File: src/rtl/apb_modport_pkg.sv
// apb_modport_pkg: register map, status bit positions, divisor default and UART FSM states
package apb_modport_pkg;
  localparam logic [1:0] REG_TXDATA = 2'd0;
  localparam logic [1:0] REG_RXDATA = 2'd1;
  localparam logic [1:0] REG_STATUS = 2'd2;
  localparam logic [1:0] REG_BAUDDIV = 2'd3;
  localparam int ST_TX_BUSY = 0;
  localparam int ST_RX_VALID = 1;
  localparam int ST_RX_OVERRUN = 2;
  localparam int ST_RX_FRAME_ERR = 3;
  localparam logic [15:0] DIV_RESET_DEF = 16'd16;
  typedef enum logic [1:0] {S_IDLE, S_START, S_DATA, S_STOP} uart_state_e;
endpackage

File: src/rtl/apb_modport_if.sv
// apb_modport_if: APB3 bus signal bundle with master and slave views
interface apb_modport_if;
  logic PSELx, PENABLE, PWRITE, PREADY, PSLVERR;
  logic [31:0] PADDR, PWDATA, PRDATA;
  modport master (output PSELx, PENABLE, PWRITE, PADDR, PWDATA, input PRDATA, PREADY, PSLVERR);
  modport slave (input PSELx, PENABLE, PWRITE, PADDR, PWDATA, output PRDATA, PREADY, PSLVERR);
endinterface

File: src/rtl/apb_modport_uart_rx.sv
// apb_modport_uart_rx: synchronised 8N1 receiver with valid/overrun/frame-error flags
module apb_modport_uart_rx
  import apb_modport_pkg::*;
(
  input  logic        PCLK,
  input  logic        PRESETn,
  input  logic [15:0] div_i,
  input  logic        rx_i,
  input  logic        rd_clr_i,
  input  logic        clr_ovr_i,
  input  logic        clr_ferr_i,
  output logic [7:0]  data_o,
  output logic        valid_o,
  output logic        ovr_o,
  output logic        ferr_o
);
  uart_state_e state_q;
  logic [2:0] sync_q;
  logic [15:0] div_q, cnt_q;
  logic [2:0] bit_q;
  logic [7:0] sh_q, data_q;
  logic valid_q, ovr_q, ferr_q;
  logic rx, fall, half, full, done;
  // sync_q[1:0] is the synchroniser, sync_q[2] the previous sample for edge detection
  always_comb begin
    rx = sync_q[1];
    fall = sync_q[2] & ~sync_q[1];
    half = cnt_q == (div_q >> 1) - 16'd1;
    full = cnt_q == div_q - 16'd1;
    done = (state_q == S_STOP) & full;
  end
  // RX FSM: start re-checked at mid-bit, data and stop sampled at mid-bit
  always_ff @(posedge PCLK or negedge PRESETn)
    if (!PRESETn) begin
      state_q <= S_IDLE;
      sync_q <= '1;
      div_q <= DIV_RESET_DEF;
      cnt_q <= '0;
      bit_q <= '0;
      sh_q <= '0;
    end else begin
      sync_q <= {sync_q[1:0], rx_i};
      cnt_q <= (state_q == S_IDLE || (state_q == S_START ? half : full)) ? '0 : cnt_q + 16'd1;
      case (state_q)
        S_IDLE: if (fall) begin
          state_q <= S_START;
          div_q <= div_i;
        end
        S_START: if (half) begin
          state_q <= rx ? S_IDLE : S_DATA;
          bit_q <= '0;
        end
        S_DATA: if (full) begin
          sh_q <= {rx, sh_q[7:1]};
          bit_q <= bit_q + 3'd1;
          if (bit_q == 3'd7) state_q <= S_STOP;
        end
        default: if (full) state_q <= S_IDLE;
      endcase
    end
  // flags: a completing frame wins over a same-cycle read or W1C clear
  always_ff @(posedge PCLK or negedge PRESETn)
    if (!PRESETn) begin
      data_q <= '0;
      valid_q <= 1'b0;
      ovr_q <= 1'b0;
      ferr_q <= 1'b0;
    end else begin
      if (done) data_q <= sh_q;
      valid_q <= done | (valid_q & ~rd_clr_i);
      ovr_q <= (done & valid_q) | (ovr_q & ~clr_ovr_i);
      ferr_q <= (done & ~rx) | (ferr_q & ~clr_ferr_i);
    end
  assign data_o = data_q;
  assign valid_o = valid_q;
  assign ovr_o = ovr_q;
  assign ferr_o = ferr_q;
endmodule

File: src/rtl/apb_modport.sv
// apb_modport: zero-wait-state APB3 slave exposing an 8N1 UART through four registers
module apb_modport
  import apb_modport_pkg::*;
#(
  parameter logic [15:0] DIV_RESET = DIV_RESET_DEF
) (
  input  logic         PCLK,
  input  logic         PRESETn,
  apb_modport_if.slave apb,
  input  logic         uart_rx,
  output logic         uart_tx
);
  uart_state_e tx_state_q;
  logic [15:0] baud_q, tx_div_q, tx_cnt_q;
  logic [2:0] tx_bit_q;
  logic [7:0] tx_sh_q, rx_data;
  logic tx_q, acc, mis, err, ok_wr, rd, tx_busy, tx_wr, tx_end;
  logic rx_valid, rx_ovr, rx_ferr;
  logic [1:0] a;
  logic [3:0] status;
  logic [31:0] rdata;
  // bus decode: errors and read data are combinational in the access phase
  always_comb begin
    a = apb.PADDR[3:2];
    acc = apb.PSELx & apb.PENABLE;
    mis = |apb.PADDR[1:0];
    tx_busy = tx_state_q != S_IDLE;
    err = acc & (mis | (apb.PWRITE & (a == REG_TXDATA) & tx_busy)
               | (apb.PWRITE & (a == REG_BAUDDIV) & (apb.PWDATA[15:0] < 16'd2)));
    ok_wr = acc & apb.PWRITE & ~err;
    rd = acc & ~apb.PWRITE & ~mis;
    tx_wr = ok_wr & (a == REG_TXDATA);
    status = '0;
    status[ST_TX_BUSY] = tx_busy;
    status[ST_RX_VALID] = rx_valid;
    status[ST_RX_OVERRUN] = rx_ovr;
    status[ST_RX_FRAME_ERR] = rx_ferr;
    rdata = a == REG_RXDATA ? {24'd0, rx_data} : a == REG_STATUS ? {28'd0, status} :
            a == REG_BAUDDIV ? {16'd0, baud_q} : '0;
    apb.PREADY = acc;
    apb.PSLVERR = err;
    apb.PRDATA = rd ? rdata : '0;
  end
  // divisor register: only error-free writes land
  always_ff @(posedge PCLK or negedge PRESETn)
    if (!PRESETn) baud_q <= DIV_RESET;
    else if (ok_wr && a == REG_BAUDDIV) baud_q <= apb.PWDATA[15:0];
  assign tx_end = tx_cnt_q == tx_div_q - 16'd1;
  // TX FSM: the line is registered from the state, so it follows acceptance by one cycle
  always_ff @(posedge PCLK or negedge PRESETn)
    if (!PRESETn) begin
      tx_state_q <= S_IDLE;
      tx_div_q <= DIV_RESET;
      tx_cnt_q <= '0;
      tx_bit_q <= '0;
      tx_sh_q <= '0;
      tx_q <= 1'b1;
    end else begin
      tx_q <= tx_state_q == S_START ? 1'b0 : tx_state_q == S_DATA ? tx_sh_q[0] : 1'b1;
      tx_cnt_q <= (tx_state_q == S_IDLE || tx_end) ? '0 : tx_cnt_q + 16'd1;
      case (tx_state_q)
        S_IDLE: if (tx_wr) begin
          tx_state_q <= S_START;
          tx_sh_q <= apb.PWDATA[7:0];
          tx_div_q <= baud_q;
        end
        S_START: if (tx_end) begin
          tx_state_q <= S_DATA;
          tx_bit_q <= '0;
        end
        S_DATA: if (tx_end) begin
          tx_sh_q <= tx_sh_q >> 1;
          tx_bit_q <= tx_bit_q + 3'd1;
          if (tx_bit_q == 3'd7) tx_state_q <= S_STOP;
        end
        default: if (tx_end) tx_state_q <= S_IDLE;
      endcase
    end
  assign uart_tx = tx_q;
  apb_modport_uart_rx u_rx (
    .PCLK      (PCLK),
    .PRESETn   (PRESETn),
    .div_i     (baud_q),
    .rx_i      (uart_rx),
    .rd_clr_i  (rd && a == REG_RXDATA),
    .clr_ovr_i (ok_wr && a == REG_STATUS && apb.PWDATA[ST_RX_OVERRUN]),
    .clr_ferr_i(ok_wr && a == REG_STATUS && apb.PWDATA[ST_RX_FRAME_ERR]),
    .data_o    (rx_data),
    .valid_o   (rx_valid),
    .ovr_o     (rx_ovr),
    .ferr_o    (rx_ferr)
  );
endmodule

File: src/flat_wrapper.sv
// flat-port wrapper written by rule: the top's interface ports become plain ports
module apb_modport_flat import apb_modport_pkg::*;
#(
  parameter logic [15:0] DIV_RESET = DIV_RESET_DEF
)
  (PCLK, PRESETn, uart_rx, uart_tx, apb_PSELx, apb_PENABLE, apb_PWRITE, apb_PADDR, apb_PWDATA, apb_PRDATA, apb_PREADY, apb_PSLVERR);
  apb_modport_if apb_i ();
  input  logic PCLK;
  input  logic PRESETn;
  input  logic uart_rx;
  output logic uart_tx;
  input wire logic [$bits(apb_i.PSELx)-1:0] apb_PSELx;
  input wire logic [$bits(apb_i.PENABLE)-1:0] apb_PENABLE;
  input wire logic [$bits(apb_i.PWRITE)-1:0] apb_PWRITE;
  input wire logic [$bits(apb_i.PADDR)-1:0] apb_PADDR;
  input wire logic [$bits(apb_i.PWDATA)-1:0] apb_PWDATA;
  output wire logic [$bits(apb_i.PRDATA)-1:0] apb_PRDATA;
  output wire logic [$bits(apb_i.PREADY)-1:0] apb_PREADY;
  output wire logic [$bits(apb_i.PSLVERR)-1:0] apb_PSLVERR;
  assign apb_i.PSELx = apb_PSELx;
  assign apb_i.PENABLE = apb_PENABLE;
  assign apb_i.PWRITE = apb_PWRITE;
  assign apb_i.PADDR = apb_PADDR;
  assign apb_i.PWDATA = apb_PWDATA;
  assign apb_PRDATA = apb_i.PRDATA;
  assign apb_PREADY = apb_i.PREADY;
  assign apb_PSLVERR = apb_i.PSLVERR;
  apb_modport #(.DIV_RESET(DIV_RESET)) u_core (.PCLK(PCLK), .PRESETn(PRESETn), .apb(apb_i), .uart_rx(uart_rx), .uart_tx(uart_tx));
endmodule
File: config.mk
export PLATFORM = sky130hd
export DESIGN_NAME = apb_modport_flat
export DESIGN_NICKNAME = d
export VERILOG_FILES = /design/src/rtl/apb_modport_pkg.sv /design/src/rtl/apb_modport_if.sv /design/src/rtl/apb_modport_uart_rx.sv /design/src/rtl/apb_modport.sv /design/src/flat_wrapper.sv
export SDC_FILE = /design/constraint.sdc
export NUM_CORES = 1
export LEC_CHECK = 0
export CORE_MARGIN = 2
export CORE_UTILIZATION = 40
export CTS_BUF_LIST = sky130_fd_sc_hd__clkbuf_2 sky130_fd_sc_hd__clkbuf_4 sky130_fd_sc_hd__clkbuf_8
export CTS_CLUSTER_SIZE = 8
export DETAILED_ROUTE_END_ITERATION = 10
export DONT_BUFFER_PORTS = 1
export PLACE_DENSITY = 0.6
export RECOVER_POWER = 25
export SYNTH_ARGS = -nofsm -noshare
export SYNTH_HDL_FRONTEND = slang
export SYNTH_SLANG_ARGS = --single-unit
File: constraint.sdc
create_clock -name PCLK -period 7.1 [get_ports PCLK]
set_input_delay 1.065 -clock PCLK [delete_from_list [all_inputs] [get_ports PCLK]]
set_output_delay 1.065 -clock PCLK [all_outputs]
set_load 0.005 [all_outputs]
==> results of run 1 <==
## final timing paths
path | startpoint | end | slack (ns) | depth (start not counted)
worst max-delay path | u_core.u_rx.div_q[2]$_DFFE_PN0P_ | u_core.u_rx.cnt_q[12]$_DFF_PN0_ | 3.57 | 10
min in group PCLK | u_core.u_rx.sync_q[0]$_DFF_PN1_ | u_core.u_rx.sync_q[1]$_DFF_PN1_ | 0.36 | 0
max in group asynchronous | PRESETn | u_core.u_rx.sync_q[1]$_DFF_PN1_ | 6.53 | 0
worst max register to register | u_core.u_rx.div_q[2]$_DFFE_PN0P_ | u_core.u_rx.cnt_q[12]$_DFF_PN0_ | 3.57 | 10
worst min register to register | u_core.u_rx.sync_q[0]$_DFF_PN1_ | u_core.u_rx.sync_q[1]$_DFF_PN1_ | 0.36 | 0
worst min-delay path | PRESETn | u_core.tx_bit_q[0]$_DFFE_PN0P_ | 0.31 | 0
## cells in the mapped netlist (3+ instances only)
cell / number
sky130_fd_sc_hd__buf_2: 11
sky130_fd_sc_hd__nor2b_1: 8
sky130_fd_sc_hd__nand2b_1: 5
sky130_fd_sc_hd__mux2_4: 5
sky130_fd_sc_hd__or3_1: 5
sky130_fd_sc_hd__and2_1: 17
sky130_fd_sc_hd__nor4_1: 9
sky130_fd_sc_hd__mux2_2: 54
sky130_fd_sc_hd__and3_1: 9
sky130_fd_sc_hd__a22o_1: 5
sky130_fd_sc_hd__a31oi_1: 5
sky130_fd_sc_hd__a21oi_1: 10
sky130_fd_sc_hd__or4_1: 4
sky130_fd_sc_hd__nand4bb_1: 3
sky130_fd_sc_hd__a22oi_1: 5
sky130_fd_sc_hd__nor2_1: 53
sky130_fd_sc_hd__o21ai_1: 4
sky130_fd_sc_hd__nand4b_1: 6
sky130_fd_sc_hd__nand3_1: 32
sky130_fd_sc_hd__o21ai_0: 10
sky130_fd_sc_hd__clkbuf_1: 25
sky130_fd_sc_hd__nor4_2: 3
sky130_fd_sc_hd__o22ai_1: 3
sky130_fd_sc_hd__ha_1: 13
sky130_fd_sc_hd__nor4_4: 3
sky130_fd_sc_hd__nor3_1: 34
sky130_fd_sc_hd__nor3b_1: 5
sky130_fd_sc_hd__nand4_1: 4
sky130_fd_sc_hd__xnor2_1: 42
sky130_fd_sc_hd__inv_1: 17
sky130_fd_sc_hd__mux2i_1: 12
sky130_fd_sc_hd__mux2_1: 21
sky130_fd_sc_hd__dfrtp_1: 114
sky130_fd_sc_hd__buf_4: 19
sky130_fd_sc_hd__xor2_1: 43
sky130_fd_sc_hd__a211oi_1: 11
sky130_fd_sc_hd__a32oi_1: 3
sky130_fd_sc_hd__dfstp_2: 7
sky130_fd_sc_hd__nand2_1: 39
## kinds of logic after synthesis
kind of cell,synth area share (%)
AOI/OAI and AO/OA,7.53
and+or+nand+nor,20.1
muxes,14.0
xor gates and xnor gates,10.0
DFF,40.9
adders and majority gates,2.19
buffers and inverters,5.19
other,0.0505
## cell type report
class,count,area share [%]
Clock buffer,24,3.87
Timing Repair Buffer,1,0.0952
Clock inverter,8,1.54
Sequential cell,121,38.5
Multi-Input combinational cell,544,51.5
Inverter,17,0.809
Tap cell,229,3.63
## per-layer routing
layer	global-route usage [%]	wire length (um)
met1	25.7	8140
met2	27.9	7670
met3	3.56	788
met4	6.27	261
met5	0	0
## worst register-to-register path, stage by stage (launching register included)
cell	delay (ns)
sky130_fd_sc_hd__dfrtp_1	0.45
sky130_fd_sc_hd__inv_1	0.13
sky130_fd_sc_hd__ha_1	0.32
sky130_fd_sc_hd__nor3b_1	0.27
sky130_fd_sc_hd__xnor2_1	0.15
sky130_fd_sc_hd__nand3_1	0.09
sky130_fd_sc_hd__a2111oi_0	0.50
sky130_fd_sc_hd__nand3_1	0.20
sky130_fd_sc_hd__o21ai_1	0.23
sky130_fd_sc_hd__nor2b_1	0.87
sky130_fd_sc_hd__nor3_1	0.17
## power by group through the flow
stage,Sequential (mW),Combinational [mW],Clock [mW]
final,0.939,0.950,0.673
after global routing,0.958,1.05,0.716
after CTS,0.938,0.945,0.687
after detailed placement,0.951,0.939,0
after global placement,0.944,0.906,0
after floorplan,0.865,0.841,0
## registers in the layout (all words and copies together) (netlist names), 2 cells and up
| name | cells |
|---|---|
| u_core.tx_bit_q | 3 |
| u_core.u_rx.sh_q | 8 |
| u_core.u_rx.state_q | 2 |
| u_core.baud_q | 16 |
| u_core.tx_state_q | 2 |
| u_core.u_rx.data_o | 8 |
| u_core.tx_sh_q | 8 |
| u_core.tx_cnt_q | 16 |
| u_core.u_rx.div_q | 16 |
| u_core.u_rx.cnt_q | 16 |
| u_core.u_rx.bit_q | 3 |
| u_core.tx_div_q | 16 |
| u_core.u_rx.sync_q | 3 |
## metrics by stage
step | hold WS [ns] | cell area, um2 | worst slack (ns) | std cells | util (%)
global placement | 0.348 | 7460 | 3.33 | 912 | 41.2
detailed placement | 0.347 | 7460 | 3.31 | 912 | 41.2
CTS | 0.281 | 7890 | 3.59 | 944 | 43.6
floorplan | 0.345 | 7480 | 3.87 | 740 | -
finish | 0.310 | 7890 | 3.57 | 944 | 43.6
global route | 0.283 | 7890 | 3.13 | 944 | 43.6
==> report_table.html, run 1 <==
<table>
<tr><th>Metric</th><th>Value</th></tr>
<tr><th colspan="2">Power and ir drop</th></tr>
<tr><td>Overall Power</td><td>~2.6 mW</td></tr>
<tr><td>Switching Share</td><td>a little under two fifths</td></tr>
<tr><td>Share of power burned in combinational logic</td><td>37.1%</td></tr>
<tr><td>Clock Power Share</td><td>between 20% and 30%</td></tr>
<tr><td>Standby leakage power</td><td>about 3.6 nW</td></tr>
<tr><td>Reg power frac</td><td>between 30% and 40%</td></tr>
<tr><td>Internal power</td><td>1.61 mW</td></tr>
<tr><td>Peak VDD IR</td><td>about 0.00017 V</td></tr>
<tr><td>Net switching component of the power</td><td>0.951 mW</td></tr>
<tr><td>Power per cell area</td><td>between 300 and 400 nW/um2</td></tr>
<tr><th colspan="2">Routing</th></tr>
<tr><td>Post-route antenna net violation count</td><td>0</td></tr>
<tr><td>DRC marker count from the first detailed-route iteration</td><td>about 290</td></tr>
<tr><td>Iteration count of the initial detailed-routing pass</td><td>4</td></tr>
<tr><td>Final wirelength</td><td>between 15,000 and 20,000 um</td></tr>
<tr><td>DR vias</td><td>approximately 5.3k</td></tr>
<tr><td>DR vias/cell</td><td>between 5 and 6</td></tr>
<tr><td>WL per Instance</td><td>roughly 18 um</td></tr>
<tr><td>Remaining DRCs</td><td>0</td></tr>
<tr><th colspan="2">Clock tree</th></tr>
<tr><td>Depth of the CTS H-tree</td><td>4</td></tr>
<tr><td>Max Buffers Root-to-Sink</td><td>2</td></tr>
<tr><td>Clock tree from TritonCTS</td><td>done</td></tr>
<tr><td>Number of buffers added by the clock tree synthesis step</td><td>17</td></tr>
<tr><td>Count of instances resized after the clock tree is built</td><td>0</td></tr>
<tr><td>Post-CTS Setup Inserts</td><td>0</td></tr>
<tr><td>CTS Hold Bufs</td><td>0</td></tr>
<tr><td>Clk pin slew, worst setup/hold paths</td><td>around 0.08 ns</td></tr>
<tr><td>Clock latency on the worst-skew pair</td><td>between 0.4 and 0.5 ns</td></tr>
<tr><td>Root buf cell</td><td>sky130_fd_sc_hd__clkbuf_8</td></tr>
<tr><td>Count of clock tree sinks</td><td>about 120</td></tr>
<tr><th colspan="2">Timing</th></tr>
<tr><td>Actual slew at the worst max-slew pin</td><td>1.07 ns</td></tr>
<tr><td>Final period utilization</td><td>about 50%</td></tr>
<tr><td>Worst clock skew</td><td>between 0.01 and 0.015 ns</td></tr>
<tr><td>Fmax</td><td>about 280 MHz</td></tr>
<tr><td>Setup repair after global routing missed its margin</td><td>no</td></tr>
<tr><td>Max Slew Vio Count</td><td>0</td></tr>
<tr><td>Total Negative Setup Slacks</td><td>0 ns</td></tr>
<tr><td>Final critical-path required period</td><td>approximately 3.5 ns</td></tr>
<tr><td>Headroom to the max-slew limit</td><td>between 20% and 30%</td></tr>
<tr><td>Number of hold-slack violations in the final timing report</td><td>0</td></tr>
<tr><td>Setup-violating endpoint count in the final report</td><td>0</td></tr>
<tr><th colspan="2">Final layout</th></tr>
<tr><td>Antenna diode instance count</td><td>0</td></tr>
<tr><td>Net count of the finished layout</td><td>between 700 and 800</td></tr>
<tr><td>Fill cell total of the finished layout</td><td>approximately 1.7k</td></tr>
<tr><td>Leading cell type in the layout, fill and taps excluded</td><td>sky130_fd_sc_hd__dfrtp_1</td></tr>
<tr><td>Signed area change from the synthesized netlist to the final layout</td><td>6.22%</td></tr>
<tr><td>Area taken by multi-input logic gates</td><td>about 4000 um2</td></tr>
<tr><td>Area of all sequential standard cells</td><td>between 3000 and 4000 um2</td></tr>
<tr><td>Most frequent cells in the layout</td><td>sky130_fd_sc_hd__dfrtp_1 (114), sky130_fd_sc_hd__mux2_2 (54), sky130_fd_sc_hd__nor2_1 (53)</td></tr>
<tr><td>Ratio of cells with drive above 1 in the final layout</td><td>16.9%</td></tr>
<tr><th colspan="2">Logic synthesis</th></tr>
<tr><td>Count of mapped cells out of synthesis</td><td>slightly above 700</td></tr>
<tr><td>Netlist cell types</td><td>77</td></tr>
<tr><td>Dominant cells by area after synthesis</td><td>sky130_fd_sc_hd__dfrtp_1 (38%), sky130_fd_sc_hd__mux2_2 (8.2%), sky130_fd_sc_hd__xor2_1 (5.1%), sky130_fd_sc_hd__xnor2_1 (5.0%), sky130_fd_sc_hd__mux2_1 (3.2%)</td></tr>
<tr><td>Cell taking the most area after synthesis</td><td>sky130_fd_sc_hd__dfrtp_1</td></tr>
<tr><td>Syn_area_per_cell</td><td>about 10 um2</td></tr>
<tr><td>Post-synthesis sequential area ratio</td><td>about two fifths</td></tr>
<tr><td>YS warnings</td><td>0</td></tr>
<tr><td>Synth Register Bits</td><td>121</td></tr>
<tr><td>Mapped cell area</td><td>roughly 7400 um2</td></tr>
<tr><td>Number of synthesized flops with an enable pin</td><td>0</td></tr>
<tr><td>Share of flip-flops with an asynchronous set or reset</td><td>between 90% and 100%</td></tr>
<tr><td>Fraction of post-synthesis cell area in the top cell type by area</td><td>about two fifths</td></tr>
<tr><td>Commonest register cell after synthesis</td><td>sky130_fd_sc_hd__dfrtp_1</td></tr>
<tr><th colspan="2">Floorplanning</th></tr>
<tr><td>FP Rows</td><td>between 40 and 50</td></tr>
<tr><td>Area of the die</td><td>19,700 um2</td></tr>
<tr><td>Vert. Die Dim</td><td>approximately 140 um</td></tr>
<tr><td>Initial Utilization</td><td>about 40%</td></tr>
<tr><td>Die width</td><td>roughly 140 um</td></tr>
<tr><td>Core area</td><td>around 18,000 um2</td></tr>
<tr><td>Number of top-level pins</td><td>between 100 and 150</td></tr>
<tr><th colspan="2">Placed design</th></tr>
<tr><td>GP Congestion</td><td>between 0.8 and 0.9</td></tr>
<tr><td>Detailed placer's ending HPWL</td><td>about 12,000 um</td></tr>
<tr><td>Number of port buffers</td><td>0</td></tr>
<tr><th colspan="2">Worst setup path</th></tr>
<tr><td>Startpoint type of the worst setup path</td><td>flop</td></tr>
<tr><td>Crit. End Element</td><td>flop</td></tr>
<tr><td>Cell with the largest stage delay on the worst path</td><td>sky130_fd_sc_hd__nor2b_1</td></tr>
<tr><td>Max stage delay on crit path</td><td>between 0.8 and 0.9 ns</td></tr>
<tr><td>Required time of the critical path</td><td>between 7 and 8 ns</td></tr>
<tr><td>Buffering stage count on the worst path with inverters included</td><td>1</td></tr>
<tr><td>CP top delay family</td><td>simple AND/OR/NAND/NOR gates</td></tr>
<tr><td>Worst Path Arrival</td><td>3.81 ns</td></tr>
<tr><td>Worst-path fanout max</td><td>16</td></tr>
<tr><td>Cell repeated most along the worst path</td><td>sky130_fd_sc_hd__nand3_1</td></tr>
<tr><td>Crit path cell chain</td><td>inv_1 &gt; ha_1 &gt; nor3b_1 &gt; xnor2_1 &gt; nand3_1 &gt; a2111oi_0 &gt; nand3_1 &gt; o21ai_1 &gt; nor2b_1 &gt; nor3_1</td></tr>
<tr><td>Type of the worst setup path</td><td>flop to flop</td></tr>
<tr><th colspan="2">Hold path</th></tr>
<tr><td>Worst hold-check path type</td><td>input port to asynchronous set/reset pin</td></tr>
<tr><th colspan="2">Global routing</th></tr>
<tr><td>Aggregate global-route resource usage</td><td>18.1%</td></tr>
<tr><td>Number of antenna violations at the first check in global routing</td><td>0</td></tr>
<tr><td>Maximum number of pins on one net before global-route repair</td><td>122</td></tr>
<tr><td>Number of global-route vias before repair</td><td>between 5k and 6k</td></tr>
<tr><td>First-pass GRT wire length</td><td>28,300 um</td></tr>
<tr><td>Grt total ovfl</td><td>0</td></tr>
<tr><th colspan="2">Run status</th></tr>
<tr><td>Status</td><td>finished, final reports clean</td></tr>
<tr><th colspan="2">Flow run</th></tr>
<tr><td>Reported max-cap violation count</td><td>0</td></tr>
</table>
No activity file was read; power rests on OpenSTA's default activity.
==> inputs of run 2 (changes only) <==
==> constraint.sdc (replaced) <==
create_clock -name PCLK -period 3.4 [get_ports PCLK]
set_input_delay 0.51 -clock PCLK [delete_from_list [all_inputs] [get_ports PCLK]]
set_output_delay 0.51 -clock PCLK [all_outputs]
set_load 0.005 [all_outputs]
==> run 2 against run 1 <==
Worst hold slack got worse by 0.25 ns; non-clock buffer count increased by 18; clock power increased by 110%; the run now ends with capacitance limit, slew limit left; combinational power increased by 130%; global-route usage decreased by 0.29 points; sequential power increased by 100%; maximum frequency increased by 8.8%; setup slack got worse by 3.4 ns; die area unchanged; clock skew decreased by 0.0027 ns.
==> report_table.html, run 2 (synthesized netlist as in run 1, its figures left out) <==
<table>
<tr><th>Metric</th><th>Value</th></tr>
<tr><th colspan="2">Clock tree</th></tr>
<tr><td>Root buf cell</td><td>sky130_fd_sc_hd__clkbuf_8</td></tr>
<tr><td>Clock tree from TritonCTS</td><td>done</td></tr>
<tr><td>Clk pin slew, worst setup/hold paths</td><td>0.08 ns (about the same)</td></tr>
<tr><td>Number of buffers added by the clock tree synthesis step</td><td>17 (unchanged)</td></tr>
<tr><td>Depth of the CTS H-tree</td><td>4 (unchanged)</td></tr>
<tr><td>Clock latency on the worst-skew pair</td><td>0.44 ns (about the same)</td></tr>
<tr><td>Post-CTS Setup Inserts</td><td>0 (unchanged)</td></tr>
<tr><td>Count of clock tree sinks</td><td>121 (unchanged)</td></tr>
<tr><td>Max Buffers Root-to-Sink</td><td>2 (unchanged)</td></tr>
<tr><th colspan="2">Routing</th></tr>
<tr><td>Final wirelength</td><td>16,700 um (-0.83%)</td></tr>
<tr><td>Iteration count of the initial detailed-routing pass</td><td>5 (+1)</td></tr>
<tr><td>Remaining DRCs</td><td>0 (unchanged)</td></tr>
<tr><td>DR vias/cell</td><td>5.54 (-1.2%)</td></tr>
<tr><td>Post-route antenna net violation count</td><td>0 (unchanged)</td></tr>
<tr><td>DR vias</td><td>5,334 (+0.66%)</td></tr>
<tr><td>DRC marker count from the first detailed-route iteration</td><td>323 (+13%)</td></tr>
<tr><td>WL per Instance</td><td>17.4 um (-2.7%)</td></tr>
<tr><th colspan="2">Timing</th></tr>
<tr><td>Final period utilization</td><td>95.5% (+46 points)</td></tr>
<tr><td>Setup repair after global routing missed its margin</td><td>no</td></tr>
<tr><td>Actual slew at the worst max-slew pin</td><td>2.94 ns (+1.87 ns)</td></tr>
<tr><td>Worst clock skew</td><td>0.0109 ns (-0.00273 ns)</td></tr>
<tr><td>Final worst slack</td><td>0.154 ns (-3.41 ns)</td></tr>
<tr><td>Total Negative Setup Slacks</td><td>0 ns (unchanged)</td></tr>
<tr><td>Fmax</td><td>308 MHz (+8.8%)</td></tr>
<tr><td>Headroom to the max-slew limit</td><td>-95.9% (-120 points)</td></tr>
<tr><td>Number of hold-slack violations in the final timing report</td><td>0 (unchanged)</td></tr>
<tr><td>Setup-violating endpoint count in the final report</td><td>0 (unchanged)</td></tr>
<tr><td>Max Slew Vio Count</td><td>122 (+122)</td></tr>
<tr><td>Final critical-path required period</td><td>3.25 ns (-0.286 ns)</td></tr>
<tr><th colspan="2">Global routing</th></tr>
<tr><td>Grt total ovfl</td><td>0 (unchanged)</td></tr>
<tr><td>Maximum number of pins on one net before global-route repair</td><td>122 (unchanged)</td></tr>
<tr><td>Number of global-route vias before repair</td><td>5,393 (+0.37%)</td></tr>
<tr><td>Number of antenna violations at the first check in global routing</td><td>0 (unchanged)</td></tr>
<tr><td>Aggregate global-route resource usage</td><td>17.9% (-0.29 points)</td></tr>
<tr><td>First-pass GRT wire length</td><td>27,800 um (-1.9%)</td></tr>
<tr><th colspan="2">Worst setup path</th></tr>
<tr><td>Crit. End Element</td><td>flop</td></tr>
<tr><td>Worst-path fanout max</td><td>8 (-8)</td></tr>
<tr><td>CP top delay family</td><td>simple AND/OR/NAND/NOR gates</td></tr>
<tr><td>Buffering stage count on the worst path with inverters included</td><td>2 (+1)</td></tr>
<tr><td>Internal reg-to-reg setup slack</td><td>0.15 ns (-3.41 ns)</td></tr>
<tr><td>Cell with the largest stage delay on the worst path</td><td>sky130_fd_sc_hd__or4b_2</td></tr>
<tr><td>Cells on worst reg2reg path</td><td>11 (+1)</td></tr>
<tr><td>Origin of the critical flop-to-flop path</td><td>u_core.u_rx.div_q[1]$_DFFE_PN0P_</td></tr>
<tr><td>Startpoint type of the worst setup path</td><td>flop</td></tr>
<tr><td>Type of the worst setup path</td><td>flop to flop</td></tr>
<tr><td>Max stage delay on crit path</td><td>0.59 ns (-0.28 ns)</td></tr>
<tr><td>Capturing point of the worst reg2reg path</td><td>u_core.u_rx.sh_q[5]$_DFFE_PN0P_</td></tr>
<tr><td>Worst Path Arrival</td><td>3.57 ns (-0.24 ns)</td></tr>
<tr><td>Required time of the critical path</td><td>3.73 ns (-3.65 ns)</td></tr>
<tr><td>Crit path cell chain</td><td>inv_1 &gt; ha_1 &gt; or4b_2 &gt; a2111oi_1 &gt; xor2_1 &gt; nor2_1 &gt; nand4_1 &gt; nor3b_1 &gt; and3b_1 &gt; buf_4 &gt; mux2_1</td></tr>
<tr><th colspan="2">Floorplanning</th></tr>
<tr><td>Initial Utilization</td><td>41.1% (unchanged)</td></tr>
<tr><td>Vert. Die Dim</td><td>140 um (unchanged)</td></tr>
<tr><td>Core area</td><td>18,100 um2 (unchanged)</td></tr>
<tr><td>Area of the die</td><td>19,700 um2 (unchanged)</td></tr>
<tr><td>Die width</td><td>140 um (unchanged)</td></tr>
<tr><td>FP Rows</td><td>49 (unchanged)</td></tr>
<tr><td>Number of top-level pins</td><td>105 (unchanged)</td></tr>
<tr><th colspan="2">Final layout</th></tr>
<tr><td>Leading cell type in the layout, fill and taps excluded</td><td>sky130_fd_sc_hd__dfrtp_1</td></tr>
<tr><td>Most frequent cells in the layout</td><td>sky130_fd_sc_hd__dfrtp_1 (114), sky130_fd_sc_hd__mux2_2 (54), sky130_fd_sc_hd__nor2_1 (53)</td></tr>
<tr><td>Antenna diode instance count</td><td>0 (unchanged)</td></tr>
<tr><td>Net count of the finished layout</td><td>803 (+2.3%)</td></tr>
<tr><td>Ratio of cells with drive above 1 in the final layout</td><td>19.4% (+2.4 points)</td></tr>
<tr><td>Signed area change from the synthesized netlist to the final layout</td><td>8.29%</td></tr>
<tr><th colspan="2">Hold path</th></tr>
<tr><td>Number of cells on the worst hold path</td><td>0</td></tr>
<tr><td>Worst min-delay path startpoint</td><td>uart_rx</td></tr>
<tr><td>Hold EP</td><td>u_core.u_rx.sync_q[0]$_DFF_PN1_</td></tr>
<tr><td>Worst hold-check path type</td><td>input port to flop</td></tr>
<tr><th colspan="2">Power and ir drop</th></tr>
<tr><td>Power per cell area</td><td>679 nW/um2 (+110%)</td></tr>
<tr><td>Internal power</td><td>3.40 mW (+110%)</td></tr>
<tr><td>Net switching component of the power</td><td>2.06 mW (+120%)</td></tr>
<tr><td>Share of power burned in combinational logic</td><td>39.5% (+2.4 points)</td></tr>
<tr><td>Reg power frac</td><td>35.2% (-1.4 points)</td></tr>
<tr><td>Standby leakage power</td><td>3.65 nW (+2.2%)</td></tr>
<tr><td>Peak VDD IR</td><td>0.000328 V (+98%)</td></tr>
<tr><td>Clock Power Share</td><td>25.3% (-1.0 points)</td></tr>
<tr><td>Switching Share</td><td>37.7% (+0.60 points)</td></tr>
<tr><th colspan="2">Placed design</th></tr>
<tr><td>Dpl ws</td><td>0.188 ns (-3.13 ns)</td></tr>
<tr><td>Number of port buffers</td><td>0 (unchanged)</td></tr>
<tr><td>GP Congestion</td><td>0.906 (+3.4%)</td></tr>
<tr><td>Detailed placer's ending HPWL</td><td>12,400 um (+0.97%)</td></tr>
<tr><th colspan="2">Run status</th></tr>
<tr><td>Failing checks</td><td>capacitance limit, slew limit</td></tr>
<tr><td>Status</td><td>finished with violations</td></tr>
<tr><th colspan="2">Flow run</th></tr>
<tr><td>Reported max-cap violation count</td><td>1 (+1)</td></tr>
</table>
-- run 2: cell types whose count changed in the layout (fill, tap and decap cells not counted), sizes merged --
cell	before	now
clkbuf	24	20
buf	1	18
inv	17	20
clkinvlp	1	3
-- run 2: how the worst max path moves through the flow --
stage | start | to | slack [ns] | cells after the start
floorplan | u_core.tx_div_q[0]$_DFFE_PN0P_ | u_core.tx_state_q[1]$_DFFE_PN0P_ | 0.51 | 12
global placement | u_core.u_rx.div_q[1]$_DFFE_PN0P_ | u_core.u_rx.sh_q[5]$_DFFE_PN0P_ | 0.22 | 11
detailed placement | u_core.tx_div_q[0]$_DFFE_PN0P_ | u_core.tx_state_q[1]$_DFFE_PN0P_ | 0.19 | 10
CTS | u_core.tx_div_q[0]$_DFFE_PN0P_ | u_core.tx_state_q[1]$_DFFE_PN0P_ | 0.17 | 10
global route | u_core.u_rx.div_q[1]$_DFFE_PN0P_ | u_core.u_rx.sh_q[4]$_DFFE_PN0P_ | 0.003 | 11
finish | u_core.u_rx.div_q[1]$_DFFE_PN0P_ | u_core.u_rx.sh_q[5]$_DFFE_PN0P_ | 0.15 | 11
-- run 2: layer usage --
layer / up-vias / global-route usage, % / routed length (um)
met5: - / 0 / 0
li1: 2536 / - / -
met1: 2627 / 24.6 / 8070
met4: 0 / 5.37 / 266
met3: 27 / 4.79 / 856
met2: 144 / 27.7 / 7530
-- run 2: metrics by stage --
| step | hold WS (ns) | power [mW] | util, % | cells | cell area, um2 |
|---|---|---|---|---|---|
| after detailed placement | 0.217 | 4.04 | 42.0 | 929 | 7590 |
| after global routing | 0.0239 | 5.85 | 44.5 | 962 | 8040 |
| after floorplan | 0.214 | 3.56 | - | 740 | 7480 |
| after CTS | 0.0266 | 5.48 | 44.5 | 962 | 8040 |
| final | 0.0601 | 5.46 | 44.5 | 962 | 8040 |
| after global placement | 0.218 | 3.96 | 42.0 | 929 | 7590 |
-- run 2: final cells by class --
| class | instances | area (um2) |
|---|---|---|
| fillers | 1684 | 10000 |
| inverters | 17 | 63.8 |
| repair buffers | 19 | 140 |
| flip-flops and latches | 121 | 3040 |
| multi-input cells | 544 | 4090 |
| clock inverters | 13 | 166 |
| well taps | 229 | 287 |
| clock buffers | 19 | 262 |
-- run 2: power by group through the flow --
stage / Clock [mW] / Combinational (mW) / Sequential (mW)
detailed placement: 0 / 2.09 / 1.95
floorplan: 0 / 1.76 / 1.81
global route: 1.50 / 2.40 / 1.96
global placement: 0 / 2.03 / 1.93
CTS: 1.42 / 2.13 / 1.92
finish: 1.38 / 2.16 / 1.92
-- run 2: what timing repair did --
action / in CTS / in global routing
gates resized for setup: 0 / 4
setup endpoints to repair: 0 / 9
endpoints found under the hold margin: 121 / 0
hold buffers: 1 / 0
==> inputs of run 3 (changes only) <==
--- a/config.mk
+++ b/config.mk
@@ -15,4 +15,5 @@
 export RECOVER_POWER = 25
 export SYNTH_ARGS = -nofsm -noshare
 export SYNTH_HDL_FRONTEND = slang
+export SYNTH_HIERARCHICAL = 1
 export SYNTH_SLANG_ARGS = --single-unit
==> run 3 against run 2 <==
Highest routed layer unchanged; critical endpoint is now u_core/tx_sh_q[4]$_DFFE_PN0P_; the flow still finishes with violations (capacitance limit, slew limit); utilization grew 0.42 points; power grew 2.8%; sequential power grew 2%; count of clock-buffer cells in the layout grew 2; setup slack gained 0.017 ns; largest cell class unchanged; area after synthesis grew 0.44%; flip-flop and latch count is the same; die area grew 0.43%; combinational power grew 6%; design area grew 1.3%; synthesized cell count grew 0.55%; worst hold slack gained 0.0043 ns.
==> report_table.html, run 3 <==
<table>
<tr><th>Metric</th><th>Value</th></tr>
<tr><th colspan="2">Timing</th></tr>
<tr><td>Total Negative Setup Slacks</td><td>0 ns (unchanged)</td></tr>
<tr><td>Max Slew Vio Count</td><td>122 (unchanged)</td></tr>
<tr><td>Setup repair after global routing missed its margin</td><td>no</td></tr>
<tr><td>Headroom to the max-slew limit</td><td>-99.8% (-3.9 points)</td></tr>
<tr><td>Worst clock skew</td><td>0.0162 ns (+0.00523 ns)</td></tr>
<tr><td>Fmax</td><td>310 MHz (+0.52%)</td></tr>
<tr><td>Number of hold-slack violations in the final timing report</td><td>0 (unchanged)</td></tr>
<tr><td>Setup-violating endpoint count in the final report</td><td>0 (unchanged)</td></tr>
<tr><td>Final period utilization</td><td>95.0% (-0.49 points)</td></tr>
<tr><td>Actual slew at the worst max-slew pin</td><td>3.00 ns (+0.0584 ns)</td></tr>
<tr><td>Final critical-path required period</td><td>3.23 ns (-0.0167 ns)</td></tr>
<tr><td>Final worst slack</td><td>0.171 ns (+0.0167 ns)</td></tr>
<tr><th colspan="2">Worst setup path</th></tr>
<tr><td>Max stage delay on crit path</td><td>0.55 ns (-0.04 ns)</td></tr>
<tr><td>Buffering stage count on the worst path with inverters included</td><td>2 (unchanged)</td></tr>
<tr><td>CP top delay family</td><td>simple AND/OR/NAND/NOR gates</td></tr>
<tr><td>Crit path cell chain</td><td>inv_1 &gt; ha_1 &gt; or3b_2 &gt; or4_1 &gt; a211o_1 &gt; a32oi_2 &gt; nand3_4 &gt; o22ai_4 &gt; buf_12 &gt; mux2_4</td></tr>
<tr><td>Worst-path fanout max</td><td>7 (-1)</td></tr>
<tr><td>Cell with the largest stage delay on the worst path</td><td>sky130_fd_sc_hd__or4_1</td></tr>
<tr><td>Startpoint type of the worst setup path</td><td>flop</td></tr>
<tr><td>Worst Path Arrival</td><td>3.56 ns (about the same)</td></tr>
<tr><td>Crit. End Element</td><td>flop</td></tr>
<tr><td>Required time of the critical path</td><td>3.73 ns (about the same)</td></tr>
<tr><td>Type of the worst setup path</td><td>flop to flop</td></tr>
<tr><th colspan="2">Floorplanning</th></tr>
<tr><td>Initial Utilization</td><td>41.1% (about the same)</td></tr>
<tr><td>Area of the die</td><td>19,800 um2 (+0.43%)</td></tr>
<tr><td>Number of top-level pins</td><td>105 (unchanged)</td></tr>
<tr><td>Vert. Die Dim</td><td>141 um (+0.21%)</td></tr>
<tr><td>FP Rows</td><td>49 (unchanged)</td></tr>
<tr><td>Core area</td><td>18,100 um2 (+0.34%)</td></tr>
<tr><td>Die width</td><td>141 um (+0.21%)</td></tr>
<tr><th colspan="2">Clock tree</th></tr>
<tr><td>Root buf cell</td><td>sky130_fd_sc_hd__clkbuf_8</td></tr>
<tr><td>Clock latency on the worst-skew pair</td><td>0.44 ns (about the same)</td></tr>
<tr><td>Depth of the CTS H-tree</td><td>4 (unchanged)</td></tr>
<tr><td>Count of clock tree sinks</td><td>121 (unchanged)</td></tr>
<tr><td>Clk pin slew, worst setup/hold paths</td><td>0.08 ns (about the same)</td></tr>
<tr><td>Clock tree from TritonCTS</td><td>done</td></tr>
<tr><td>Number of buffers added by the clock tree synthesis step</td><td>17 (unchanged)</td></tr>
<tr><td>Max Buffers Root-to-Sink</td><td>2 (unchanged)</td></tr>
<tr><th colspan="2">Power and ir drop</th></tr>
<tr><td>Clock Power Share</td><td>24.1% (-1.2 points)</td></tr>
<tr><td>Peak VDD IR</td><td>0.000411 V (+25%)</td></tr>
<tr><td>Power per cell area</td><td>689 nW/um2 (+1.5%)</td></tr>
<tr><td>Net switching component of the power</td><td>2.12 mW (+3.0%)</td></tr>
<tr><td>Standby leakage power</td><td>3.62 nW (-0.93%)</td></tr>
<tr><td>Reg power frac</td><td>34.9% (-0.3 points)</td></tr>
<tr><td>Internal power</td><td>3.49 mW (+2.6%)</td></tr>
<tr><td>Share of power burned in combinational logic</td><td>41.0% (+1.5 points)</td></tr>
<tr><td>Switching Share</td><td>37.8% (+0.078 points)</td></tr>
<tr><th colspan="2">Routing</th></tr>
<tr><td>DR vias/cell</td><td>5.64 (+1.8%)</td></tr>
<tr><td>WL per Instance</td><td>18.1 um (+4.2%)</td></tr>
<tr><td>Post-route antenna net violation count</td><td>0 (unchanged)</td></tr>
<tr><td>Iteration count of the initial detailed-routing pass</td><td>5 (unchanged)</td></tr>
<tr><td>DRC marker count from the first detailed-route iteration</td><td>409 (+27%)</td></tr>
<tr><td>DR vias</td><td>5,520 (+3.5%)</td></tr>
<tr><td>Remaining DRCs</td><td>0 (unchanged)</td></tr>
<tr><td>Final wirelength</td><td>17,700 um (+5.9%)</td></tr>
<tr><th colspan="2">Placed design</th></tr>
<tr><td>Dpl ws</td><td>0.102 ns (-0.0858 ns)</td></tr>
<tr><td>GP Congestion</td><td>0.904 (-0.24%)</td></tr>
<tr><td>Detailed placer's ending HPWL</td><td>12,800 um (+3.1%)</td></tr>
<tr><td>Number of port buffers</td><td>0 (unchanged)</td></tr>
<tr><th colspan="2">Final layout</th></tr>
<tr><td>Ratio of cells with drive above 1 in the final layout</td><td>23.8% (+4.4 points)</td></tr>
<tr><td>Antenna diode instance count</td><td>0 (unchanged)</td></tr>
<tr><td>Leading cell type in the layout, fill and taps excluded</td><td>sky130_fd_sc_hd__dfrtp_1</td></tr>
<tr><td>Signed area change from the synthesized netlist to the final layout</td><td>9.21%</td></tr>
<tr><td>Most frequent cells in the layout</td><td>sky130_fd_sc_hd__dfrtp_1 (114), sky130_fd_sc_hd__mux2_2 (70), sky130_fd_sc_hd__nor2_1 (63)</td></tr>
<tr><td>Net count of the finished layout</td><td>819 (+2.0%)</td></tr>
<tr><th colspan="2">Logic synthesis</th></tr>
<tr><td>Number of synthesized flops with an enable pin</td><td>0 (unchanged)</td></tr>
<tr><td>Mapped cell area</td><td>7460 um2 (+0.44%)</td></tr>
<tr><td>Synth top cells by count</td><td>sky130_fd_sc_hd__dfrtp_1 (114), sky130_fd_sc_hd__mux2_2 (70), sky130_fd_sc_hd__nor2_1 (63)</td></tr>
<tr><td>Netlist cell types</td><td>83 (+7.8%)</td></tr>
<tr><td>Dominant cells by area after synthesis</td><td>sky130_fd_sc_hd__dfrtp_1 (38%), sky130_fd_sc_hd__mux2_2 (11%), sky130_fd_sc_hd__xnor2_1 (5.1%), sky130_fd_sc_hd__xor2_1 (4.2%), sky130_fd_sc_hd__nor2_1 (3.2%)</td></tr>
<tr><td>Cell taking the most area after synthesis</td><td>sky130_fd_sc_hd__dfrtp_1</td></tr>
<tr><td>Fraction of post-synthesis cell area in the top cell type by area</td><td>38.3% (-0.17 points)</td></tr>
<tr><td>Syn_area_per_cell</td><td>10.2 um2 (-0.11%)</td></tr>
<tr><td>Post-synthesis sequential area ratio</td><td>40.7% (-0.18 points)</td></tr>
<tr><td>Count of mapped cells out of synthesis</td><td>729 (+0.55%)</td></tr>
<tr><td>Synth Register Bits</td><td>121 (unchanged)</td></tr>
<tr><td>Most frequently used cell type in the post-synthesis netlist</td><td>sky130_fd_sc_hd__dfrtp_1</td></tr>
<tr><td>Share of flip-flops with an asynchronous set or reset</td><td>100% (unchanged)</td></tr>
<tr><td>YS warnings</td><td>6 (+6)</td></tr>
<tr><td>Commonest register cell after synthesis</td><td>sky130_fd_sc_hd__dfrtp_1</td></tr>
<tr><th colspan="2">Global routing</th></tr>
<tr><td>Grt total ovfl</td><td>0 (unchanged)</td></tr>
<tr><td>Number of global-route vias before repair</td><td>5,557 (+3.0%)</td></tr>
<tr><td>First-pass GRT wire length</td><td>29,400 um (+6.0%)</td></tr>
<tr><td>Number of antenna violations at the first check in global routing</td><td>0 (unchanged)</td></tr>
<tr><td>Maximum number of pins on one net before global-route repair</td><td>122 (unchanged)</td></tr>
<tr><td>Aggregate global-route resource usage</td><td>18.9% (+1.0 points)</td></tr>
<tr><th colspan="2">Run status</th></tr>
<tr><td>Status</td><td>finished with violations</td></tr>
<tr><td>Failing checks</td><td>capacitance limit, slew limit</td></tr>
<tr><th colspan="2">Hold path</th></tr>
<tr><td>Worst hold-check path type</td><td>input port to flop</td></tr>
<tr><th colspan="2">Flow run</th></tr>
<tr><td>Reported max-cap violation count</td><td>1 (unchanged)</td></tr>
</table>
-- run 3: changes by cell type after synthesis, moves of 8 or more --
cell | previous run | this run
sky130_fd_sc_hd__a211oi_1 | 11 | 3
sky130_fd_sc_hd__mux2_1 | 21 | 1
sky130_fd_sc_hd__mux2_2 | 54 | 70
sky130_fd_sc_hd__nand4_1 | 4 | 12
sky130_fd_sc_hd__nor2_1 | 53 | 63
sky130_fd_sc_hd__nor3_1 | 34 | 19
sky130_fd_sc_hd__o21ai_0 | 10 | 19
-- run 3: what timing repair did --
item / in CTS / in global routing
buffers inserted: 0 / 3
hold buffers: 1 / 0
endpoints found under the setup margin: 0 / 25
endpoints found under the hold margin: 121 / 0
gates resized for setup: 0 / 1
-- run 3: worst register-to-register path: cells and delay by family, from the launching register on --
kind | cells | cell delay (ns)
AND/OR/NAND/NOR | 3 | 1.15
buffers and inverters | 2 | 0.22
adder cells (fa/ha/maj) | 1 | 0.22
multiplexers | 1 | 0.30
flip-flops | 1 | 0.41
AO/OA/AOI/OAI | 3 | 0.81
-- run 3: path summary, 6_finish.rpt --
kind                                                 start                         endpoint  slack, ns  depth (start not counted)
min in group asynchronous                          PRESETn    u_core/tx_cnt_q[13]$_DFF_PN0_       0.95                          1
min reg2reg                u_core/u_rx/sync_q[0]$_DFF_PN1_  u_core/u_rx/sync_q[1]$_DFF_PN1_       0.36                          0
max                         u_core/tx_div_q[1]$_DFFE_PN0P_    u_core/tx_sh_q[4]$_DFFE_PN0P_       0.17                         10
max in group asynchronous                          PRESETn  u_core/tx_div_q[13]$_DFFE_PN0P_       0.57                          1
min                                                uart_rx  u_core/u_rx/sync_q[0]$_DFF_PN1_       0.06                          0
max reg2reg                 u_core/tx_div_q[1]$_DFFE_PN0P_    u_core/tx_sh_q[4]$_DFFE_PN0P_       0.17                         10
-- run 3: layer usage --
metal / track usage, % / wire length (um) / vias up
met5: 0 / 0 / -
met4: 7.58 / 387 / 0
met3: 4.55 / 917 / 26
met2: 29.5 / 8210 / 182
met1: 25.3 / 8200 / 2732
li1: - / - / 2580
-- run 3: cell type report --
type / instances / area [um2]
Multi-Input combinational cell: 544 / 4070
Clock inverter: 11 / 134
Sequential cell: 121 / 3040
Inverter: 22 / 82.6
Fill cell: 1727 / 10000
Timing Repair Buffer: 30 / 248
Tap cell: 229 / 287
Clock buffer: 21 / 283
-- run 3: cells by family after synthesis --
group | count (synthesis) | synth area share (%)
AND/OR/NAND/NOR | 262 | 19.9
flip-flops | 121 | 40.7
AO/OA/AOI/OAI | 92 | 9.58
multiplexers | 82 | 12.6
XOR/XNOR | 79 | 9.28
buffers and inverters | 79 | 5.64
adder cells (fa/ha/maj) | 13 | 2.18
other | 1 | 0.0503
-- run 3: power by group through the flow --
stage	combinational [mW]	sequential, mW	clock, mW
5_1_grt	2.52	2.00	1.48
4_1_cts	2.23	1.95	1.40
6_report	2.30	1.96	1.35
2_1_floorplan	1.84	1.80	0
3_5_place_dp	2.17	1.98	0
3_3_place_gp	2.13	1.97	0
-- run 3: through the flow --
step                util, %  area (um2)  hold WS [ns]  total power [mW]  std cells
finish                 44.9        8140        0.0644              5.61        978
global route           44.9        8140        0.0234              6.00        978
CTS                    44.8        8130        0.0278              5.58        975
detailed placement     42.3        7680         0.226              4.15        942
global placement       42.3        7680         0.225              4.09        942
floorplan                 -        7510         0.214              3.65        744
